File: src/rtl/conv_result_drain.sv
// conv_result_drain: captures the convolution processor's result writes into a
// local buffer and, on done, streams them out lowest address first over a
// valid/ready interface with a last-beat marker.
// Optional feature: define CONV_DRAIN_LENCHK_EN to compare the captured result
// count against sizeX_i+sizeY_i-1 and flag a mismatch on len_err_o.
module conv_result_drain #(
  parameter int DATA_WIDTH = 16,
  parameter int ADDR_WIDTH = 6
) (
  input  logic                  clk,
  input  logic                  rstn,
  input  logic                  writeZ_i,
  input  logic [ADDR_WIDTH-1:0] memZaddr_i,
  input  logic [DATA_WIDTH-1:0] dataZ_i,
  input  logic                  done_i,
  input  logic [4:0]            sizeX_i,
  input  logic [4:0]            sizeY_i,
  output logic [DATA_WIDTH-1:0] m_data_o,
  output logic                  m_valid_o,
  input  logic                  m_ready_i,
  output logic                  m_last_o,
  output logic                  busy_o,
  output logic                  drain_done_o,
  output logic                  ovf_err_o,
  output logic                  len_err_o
);

  localparam int DEPTH = 2 ** ADDR_WIDTH;
  localparam int LW    = ADDR_WIDTH + 1;  // holds 0..DEPTH

  typedef enum logic {CAPTURE = 1'b0, DRAIN = 1'b1} state_e;

  state_e                state_q;
  logic [DATA_WIDTH-1:0] res_buf [DEPTH];
  logic [ADDR_WIDTH-1:0] hwm_q, hwm_d;
  logic                  hwm_valid_q, hwm_valid_d;
  logic [LW-1:0]         len_q, len_d;
  logic [LW-1:0]         rd_ptr_q;
  logic [DATA_WIDTH-1:0] m_data_q;
  logic                  m_valid_q, m_last_q;
  logic                  drain_done_q, ovf_err_q, len_err_q;
  logic                  len_mismatch;
  logic                  load, hs_last;

  // High-water mark and run length as they would be after this cycle's write,
  // so a write coincident with done_i is counted.
  always_comb begin
    hwm_d       = hwm_q;
    hwm_valid_d = hwm_valid_q;
    if (writeZ_i) begin
      hwm_valid_d = 1'b1;
      if (!hwm_valid_q || (memZaddr_i > hwm_q)) hwm_d = memZaddr_i;
    end
    len_d = hwm_valid_d ? ({1'b0, hwm_d} + LW'(1)) : '0;
  end

`ifdef CONV_DRAIN_LENCHK_EN
  logic [5:0] exp_len;
  assign exp_len      = 6'({1'b0, sizeX_i} + {1'b0, sizeY_i}) - 6'd1;
  assign len_mismatch = (len_d != LW'(exp_len));
`else
  logic unused_sizes;
  assign unused_sizes = ^{sizeX_i, sizeY_i};
  assign len_mismatch = 1'b0;
`endif

  // Output register reloads whenever it is empty or being consumed.
  assign load    = (!m_valid_q || m_ready_i) && (rd_ptr_q < len_q);
  assign hs_last = m_valid_q && m_ready_i && m_last_q;

  // Result buffer: written only while capturing.
  // NOTE: the buffer has no reset; its contents are only ever read below the
  // high-water mark of a run, so clearing it would buy nothing.
  always_ff @(posedge clk) begin
    if (rstn && (state_q == CAPTURE) && writeZ_i) res_buf[memZaddr_i] <= dataZ_i;
  end

  // Control FSM with registered stream outputs and status flags.
  // NOTE: all state here uses non-blocking assignments so every register
  // samples the pre-edge values of its neighbours.
  always_ff @(posedge clk) begin
    if (!rstn) begin
      state_q      <= CAPTURE;
      hwm_q        <= '0;
      hwm_valid_q  <= 1'b0;
      len_q        <= '0;
      rd_ptr_q     <= '0;
      m_data_q     <= '0;
      m_valid_q    <= 1'b0;
      m_last_q     <= 1'b0;
      drain_done_q <= 1'b0;
      ovf_err_q    <= 1'b0;
      len_err_q    <= 1'b0;
    end else begin
      drain_done_q <= 1'b0;
      case (state_q)
        CAPTURE: begin
          hwm_q       <= hwm_d;
          hwm_valid_q <= hwm_valid_d;
          if (done_i) begin
            hwm_q       <= '0;
            hwm_valid_q <= 1'b0;
            len_q       <= len_d;
            rd_ptr_q    <= '0;
            if (len_mismatch) len_err_q <= 1'b1;
            if (len_d == '0) drain_done_q <= 1'b1;
            else             state_q      <= DRAIN;
          end
        end
        DRAIN: begin
          if (writeZ_i || done_i) ovf_err_q <= 1'b1;
          if (hs_last) begin
            m_valid_q    <= 1'b0;
            m_last_q     <= 1'b0;
            state_q      <= CAPTURE;
            drain_done_q <= 1'b1;
          end else if (load) begin
            m_data_q  <= res_buf[rd_ptr_q[ADDR_WIDTH-1:0]];
            m_valid_q <= 1'b1;
            m_last_q  <= (rd_ptr_q == (len_q - LW'(1)));
            rd_ptr_q  <= rd_ptr_q + LW'(1);
          end else if (m_valid_q && m_ready_i) begin
            m_valid_q <= 1'b0;
            m_last_q  <= 1'b0;
          end
        end
        default: state_q <= CAPTURE;
      endcase
    end
  end

  assign m_data_o     = m_data_q;
  assign m_valid_o    = m_valid_q;
  assign m_last_o     = m_last_q;
  assign busy_o       = (state_q == DRAIN);
  assign drain_done_o = drain_done_q;
  assign ovf_err_o    = ovf_err_q;
  assign len_err_o    = len_err_q;

endmodule

File: config.mk
export PLATFORM = sky130hd
export DESIGN_NAME = conv_result_drain
export DESIGN_NICKNAME = d
export VERILOG_FILES = /design/src/rtl/conv_result_drain.sv
export SDC_FILE = /design/constraint.sdc
export NUM_CORES = 1
export LEC_CHECK = 0
export CAP_MARGIN = 30
export CORE_MARGIN = 8
export CORE_UTILIZATION = 38
export CTS_CLUSTER_SIZE = 40
export DETAILED_ROUTE_END_ITERATION = 7
export GPL_TIMING_DRIVEN = 0
export PLACE_DENSITY = 0.63
export SETUP_SLACK_MARGIN = 0.1
export SYNTH_ARGS = -nofsm -noshare
export SYNTH_HDL_FRONTEND = slang
export SYNTH_SLANG_ARGS = --single-unit
File: constraint.sdc
create_clock -name clk -period 3.2 [get_ports clk]
set_input_delay 0.48 -clock clk [delete_from_list [all_inputs] [get_ports clk]]
set_output_delay 0.48 -clock clk [all_outputs]
set_load 0.01 [all_outputs]
==> results of run 1 <==
[power by group]
| part | internal, mW | leakage, nW | switching [mW] |
|---|---|---|---|
| logic | 0.434 | 3.57 | 0.738 |
| clock network | 6.92 | 1.66 | 5.19 |
| registers | 15.3 | 9.55 | 0.0382 |
[timing repair]
item | CTS | global route
gates resized for setup | 25 | 20
setup buffers | 3 | 1
pin swaps | 2 | 2
setup endpoints to repair | 36 | 71
[worst paths after layout]
check,slack [ns],startpoint,end
worst max register to register,0.06,busy_o$_SDFF_PN0_,res_buf[13][14]$_DFFE_PP_
worst max-delay path,0.06,busy_o$_SDFF_PN0_,res_buf[13][14]$_DFFE_PP_
worst min-delay path,0.12,dataZ_i[3],res_buf[51][3]$_DFFE_PP_
worst min register to register,0.46,ovf_err_o$_SDFFE_PN0P_,ovf_err_o$_SDFFE_PN0P_
[state kept, by name (all words and copies together), names as in the netlist]
register	flops
hwm_q	6
m_valid_o	1
m_last_o	1
res_buf	1024
busy_o	1
rd_ptr_q	7
ovf_err_o	1
m_data_o	16
drain_done_o	1
hwm_valid_q	1
len_q	7
[cell type report]
type                    count  area share
clock inverters            54     0.00966
repair buffers            125      0.0338
plain buffers             120      0.0136
flip-flops and latches   1066       0.645
well taps                1414      0.0361
clock buffers             140      0.0592
multi-input cells         936       0.201
inverters                  19     0.00146
[logic make-up after synthesis]
logic type      count (synthesis)  synth area share
mux                           375             0.147
flops                        1066             0.755
buf+inv                       141            0.0167
simple gates                  276            0.0308
compound gates                252            0.0420
other cells                     1         0.0000896
fa+ha+maj                      16           0.00478
xor+xnor                       16           0.00335
[cells in the final DEF, fill, tap and decap left out, types with 18 or more instances in the layout]
cell             count
buf_8               55
buf_4               19
nor2_1              32
clkbuf_1            60
clkbuf_16          109
buf_2               57
clkdlybuf4s50_1     30
mux4_2             192
edfxtp_1          1024
inv_1               18
a21oi_1             59
nand3_1             76
dfxtp_1             42
mux2i_1            171
clkinv_1            24
a22oi_1            117
nor2_2              65
nand2_1             40
[stage by stage]
| step | utilization | hold WS (ns) | std cells | instance area [sq um] |
|---|---|---|---|---|
| final | 0.449 | 0.124 | 3874 | 49000 |
| after global placement | 0.404 | 0.446 | 3603 | 44100 |
| after floorplan | - | 0.456 | 2143 | 41900 |
| after CTS | 0.449 | 0.0828 | 3874 | 48900 |
| after global routing | 0.449 | 0.0983 | 3874 | 49000 |
| after detailed placement | 0.417 | 0.443 | 3678 | 45400 |
[layer usage]
| layer | GRT usage | vias to the layer above | routed length (um) |
|---|---|---|---|
| met3 | 0.0431 | 199 | 11000 |
| met2 | 0.294 | 1116 | 53300 |
| met5 | 0 | - | 25 |
| li1 | - | 9284 | - |
| met1 | 0.240 | 11700 | 43800 |
| met4 | 0.0595 | 4 | 3690 |
==> summary.md, run 1 <==
| Metric | Value |
|---|---|
| Status | complete, no violations |
| Netlist area before placement | 0.0419 sq mm |
| GRT overflow | 0 |
| Fin nets | 2,426 |
| DR iter-0 viols | 2,656 |
| Largest net degree at the start of global routing | 58 |
| PortBufs | 46 |
| CP Data Arrival Time | 3.51 ns |
| Final setup vio count | 0 |
| YS warnings | 0 |
| Final critical-path share of the clock period | 0.980 |
| CTS tree | yes |
| Clock-pin slew on the worst setup and hold paths | 0.06 ns |
| First-pass GRT wire length | 160,000 um |
| Die Y | 348 um |
| Leakage | 14.8 nW |
| Most common cell in the synthesized netlist | edfxtp_1 |
| Register area share after synthesis | 0.755 |
| Slew Limit Fails | 0 |
| P&R area growth vs syn | 17.0% |
| Via Count | 22,300 |
| Worst min path class | in2reg |
| Final WL | 112,000 um |
| Clk sinks | 1,066 |
| Max stage delay on crit path | 0.83 ns |
| Routed Antenna Nets | 0 |
| Vias in the first global route | 22,700 |
| Vias/cell | 5.76 |
| Unique masters post-synth | 54 |
| Antenna violations before repair | 5 |
| Area occupied by multi-input gates | 0.00984 sq mm |
| Critical path's top delay family | simple AND/OR/NAND/NOR gates |
| Reg2reg path depth | 6 |
| Worst-Margin Slew | 0.976 ns |
| Nature of the critical path endpoint | register |
| CTS Buffer Depth | 3 |
| DR WL/cell | 28.9 um |
| Starting density of the core | 0.384 |
| Syn Area/Cell | 19.5 sq um |
| Cell Pwr Density | 585 mW/mm^2 |
| Final HPWL DP | 78,700 um |
| Largest cells by area after synthesis | edfxtp_1 73%, mux4_2 10%, mux2i_1 4.1% |
| Cell Chain, Critical Path | nor2b_1, nand2_1, nor2_1, nand3_1, nor2_2, buf_8 |
| Worst Skew | 0.0334 ns |
| Gr usage total | 0.181 |
| Setup TNS | 0 ns |
| Critical path depth in cells | 6 |
| Crit path kind | reg2reg |
| Num CTS Buffers | 105 |
| Final Hold Viols | 0 |
| Reg area | 0.0316 sq mm |
| Seq cells post-synth | 1,066 |
| RSZ-0062 raised after global routing | yes |
| Number of synthesized flops with an enable pin | 1,024 |
| Worst Hold Depth | 1 |
| CP Max Fanout | 9 |
| Required time of the worst setup path | 3.57 ns |
| Clk root buf | clkbuf_16 |
| Worst vdd ir | 0.446 mV |
| GP Congestion | 0.871 |
| Drt first pass iters | 6 |
| H-Tree Depth | 3 |
| Diode count | 0 |
| Slowest CP cell | nor2_2 |
| Fraction of registers with async set/reset | 0 |
| Cells after Synth | 2,143 |
| Fmax | 319 MHz |
| Pre-CTS worst setup slack | -1.30 ns |
| Ys flop type | edfxtp_1 |
| Final Total Pwr | 28.7 mW |
| Cell Rows | 121 |
| Worst skew pair latency | 0.69 ns |
| Top cell type's share of synthesized area | 0.735 |
| Slew margin rel. | 0.349 |
| Share of layout cells above drive strength 1 | 0.246 |
| Final worst slack | 0.0639 ns |
| Hold-fix buffers at CTS | 0 |
| CP Buf/Inv Count | 1 |
| Final Critical Period | 3.14 ns |
| Die area | 0.121 sq mm |
| CP Launch Type | register |
| Max-Cap Viols | 0 |
| DIE WIDTH | 348 um |
| DRC violations left | 0 |
| Core region area | 0.109 sq mm |
| Io pins | 59 |
| Syn_nets | 2,196 |
| Fillers | 9,116 |
| Post-synth top area cell | edfxtp_1 |
| Most frequent cells after synthesis | 1,024 x edfxtp_1, 192 x mux4_2, 171 x mux2i_1 |
Power figures use the tool's default switching activity.
==> run 2, diff against run 1 <==
HOLD_SLACK_MARGIN = 0.1   (was not set)
==> summary.md, run 2 (same netlist as run 1, synthesis figures left out) <==
| Metric | Value |
|---|---|
| Status | complete, no violations |
| Int Power | 22.7 mW |
| Leakage | 14.8 nW |
| Gr usage total | 0.181 |
| Slew Limit Fails | 0 |
| Critical path's top delay family | simple AND/OR/NAND/NOR gates |
| Worst skew pair latency | 0.69 ns |
| Fin nets | 2,427 |
| Fmax | 319 MHz |
| Cell Rows | 121 |
| Vias in the first global route | 22,700 |
| DRC violations left | 0 |
| Commonest cells after routing, fill and taps aside | 1,024 x edfxtp_1, 192 x mux4_2, 171 x mux2i_1, 117 x a22oi_1, 109 x clkbuf_16 |
| Uppermost layer routed | met5 |
| Nature of the critical path endpoint | register |
| Crit path kind | reg2reg |
| Clk sinks | 1,066 |
| Slew margin rel. | 0.360 |
| Final worst slack | 0.0637 ns |
| Cell Chain, Critical Path | nor2b_1, nand2_1, nor2_1, nand3_1, nor2_2, buf_8 |
| Worst vdd ir | 0.445 mV |
| Met1 WL | 43,900 um |
| Die Y | 348 um |
| CTS tree | yes |
| Final HPWL DP | 78,700 um |
| Final setup vio count | 0 |
| First-pass GRT wire length | 160,000 um |
| Final Hold Viols | 0 |
| GRT overflow | 0 |
| Worst-Margin Slew | 0.959 ns |
| Clk pwr share | 0.423 |
| Routed Antenna Nets | 0 |
| Antenna violations before repair | 5 |
| Worst hold slack | 0.207 ns |
| Core region area | 0.109 sq mm |
| CTS Buffer Depth | 3 |
| Setup TNS | 0 ns |
| DR WL/cell | 28.8 um |
| RSZ-0062 raised after global routing | yes |
| Met3 Wirelength | 10,900 um |
| Final Critical Period | 3.14 ns |
| PortBufs | 46 |
| Largest net degree at the start of global routing | 58 |
| Drt first pass iters | 5 |
| Share of layout cells above drive strength 1 | 0.245 |
| Slowest CP cell | nor2_2 |
| DR iter-0 viols | 2,680 |
| Diode count | 0 |
| Most flops, register | res_buf |
| Io pins | 59 |
| CP Launch Type | register |
| Final Total Pwr | 28.7 mW |
| Worst Skew | 0.0342 ns |
| Final WL | 112,000 um |
| Clock-pin slew on the worst setup and hold paths | 0.06 ns |
| CP Max Fanout | 9 |
| Die area | 0.121 sq mm |
| Required time of the worst setup path | 3.57 ns |
| Vias/cell | 5.75 |
| CP Data Arrival Time | 3.51 ns |
| Most common cell after layout, fill and taps aside | edfxtp_1 |
| DIE WIDTH | 348 um |
| Starting density of the core | 0.384 |
| CP Buf/Inv Count | 1 |
| Via Count | 22,300 |
| Final critical-path share of the clock period | 0.980 |
| Sequential group share of total power | 0.536 |
| Num CTS Buffers | 105 |
| Pre-CTS worst setup slack | -1.30 ns |
| Number of flip-flops in the largest register | 1,024 |
| Max stage delay on crit path | 0.83 ns |
| Clk root buf | clkbuf_16 |
| Met2 wire len | 53,200 um |
| Switching Power | 5.97 mW |
| Switch share | 0.208 |
| Cell Pwr Density | 585 mW/mm^2 |
| GP Congestion | 0.871 |
| P&R area growth vs syn | 17.0% |
| Comb pwr share | 0.041 |
| H-Tree Depth | 3 |
| Worst min path class | in2reg |
| Max-Cap Viols | 0 |
run 2: cell types whose count changed in the layout (fill, tap and decap cells not counted), sizes merged:
| cell | previous run | this run |
|---|---|---|
| dlygate4sd3 | 0 | 1 |
run 2: through the flow:
stage / instance area, sq um / cells / util
global route: 49000 / 3875 / 0.449
global placement: 44100 / 3603 / 0.404
CTS: 48900 / 3875 / 0.449
finish: 49000 / 3875 / 0.449
detailed placement: 45400 / 3678 / 0.417
floorplan: 41900 / 2143 / -
run 2: what timing repair did:
action / 4_1_cts / 5_1_grt
hold buffers: 1 / 0
endpoints found under the hold margin: 7 / 0
pin swaps: 2 / 2
endpoints found under the setup margin: 36 / 71
gates resized for setup: 25 / 20
buffers inserted: 3 / 1
run 2: path summary, 6_finish.rpt:
kind | from | to | slack [ns] | depth (start not counted)
min | dataZ_i[5] | res_buf[13][5]$_DFFE_PP_ | 0.21 | 1
max reg2reg | busy_o$_SDFF_PN0_ | res_buf[13][12]$_DFFE_PP_ | 0.06 | 6
min reg2reg | ovf_err_o$_SDFFE_PN0P_ | ovf_err_o$_SDFFE_PN0P_ | 0.46 | 2
max | busy_o$_SDFF_PN0_ | res_buf[13][12]$_DFFE_PP_ | 0.06 | 6
run 2: layer usage:
metal,vias to the layer above,track usage
met2,1124,0.294
met4,4,0.0595
li1,9289,-
met1,11700,0.240
met5,-,0
met3,183,0.0431
run 2: power by group through the flow:
stage	Clock, mW	Sequential (mW)	Combinational (mW)
final	12.1	15.4	1.17
after detailed placement	0	15.7	1.13
after CTS	12.3	15.4	1.16
after floorplan	0	15.7	0.548
after global placement	0	15.7	1.05
after global routing	12.8	15.4	1.25
run 2: cell type report:
cell class	instances	area, sq um
Fill cell	9115	60000
Sequential cell	1066	31600
Multi-Input combinational cell	936	9840
Clock buffer	140	2900
Tap cell	1414	1770
Timing Repair Buffer	126	1670
Buffer	120	668
Clock inverter	54	473
Inverter	19	71.3
==> run 3, diff against run 2 <==
ABC_CLOCK_PERIOD_IN_PS = 3200   (was not set)
==> results of run 3 <==
Final layout, timing and power as in run 2 (identical DEF).
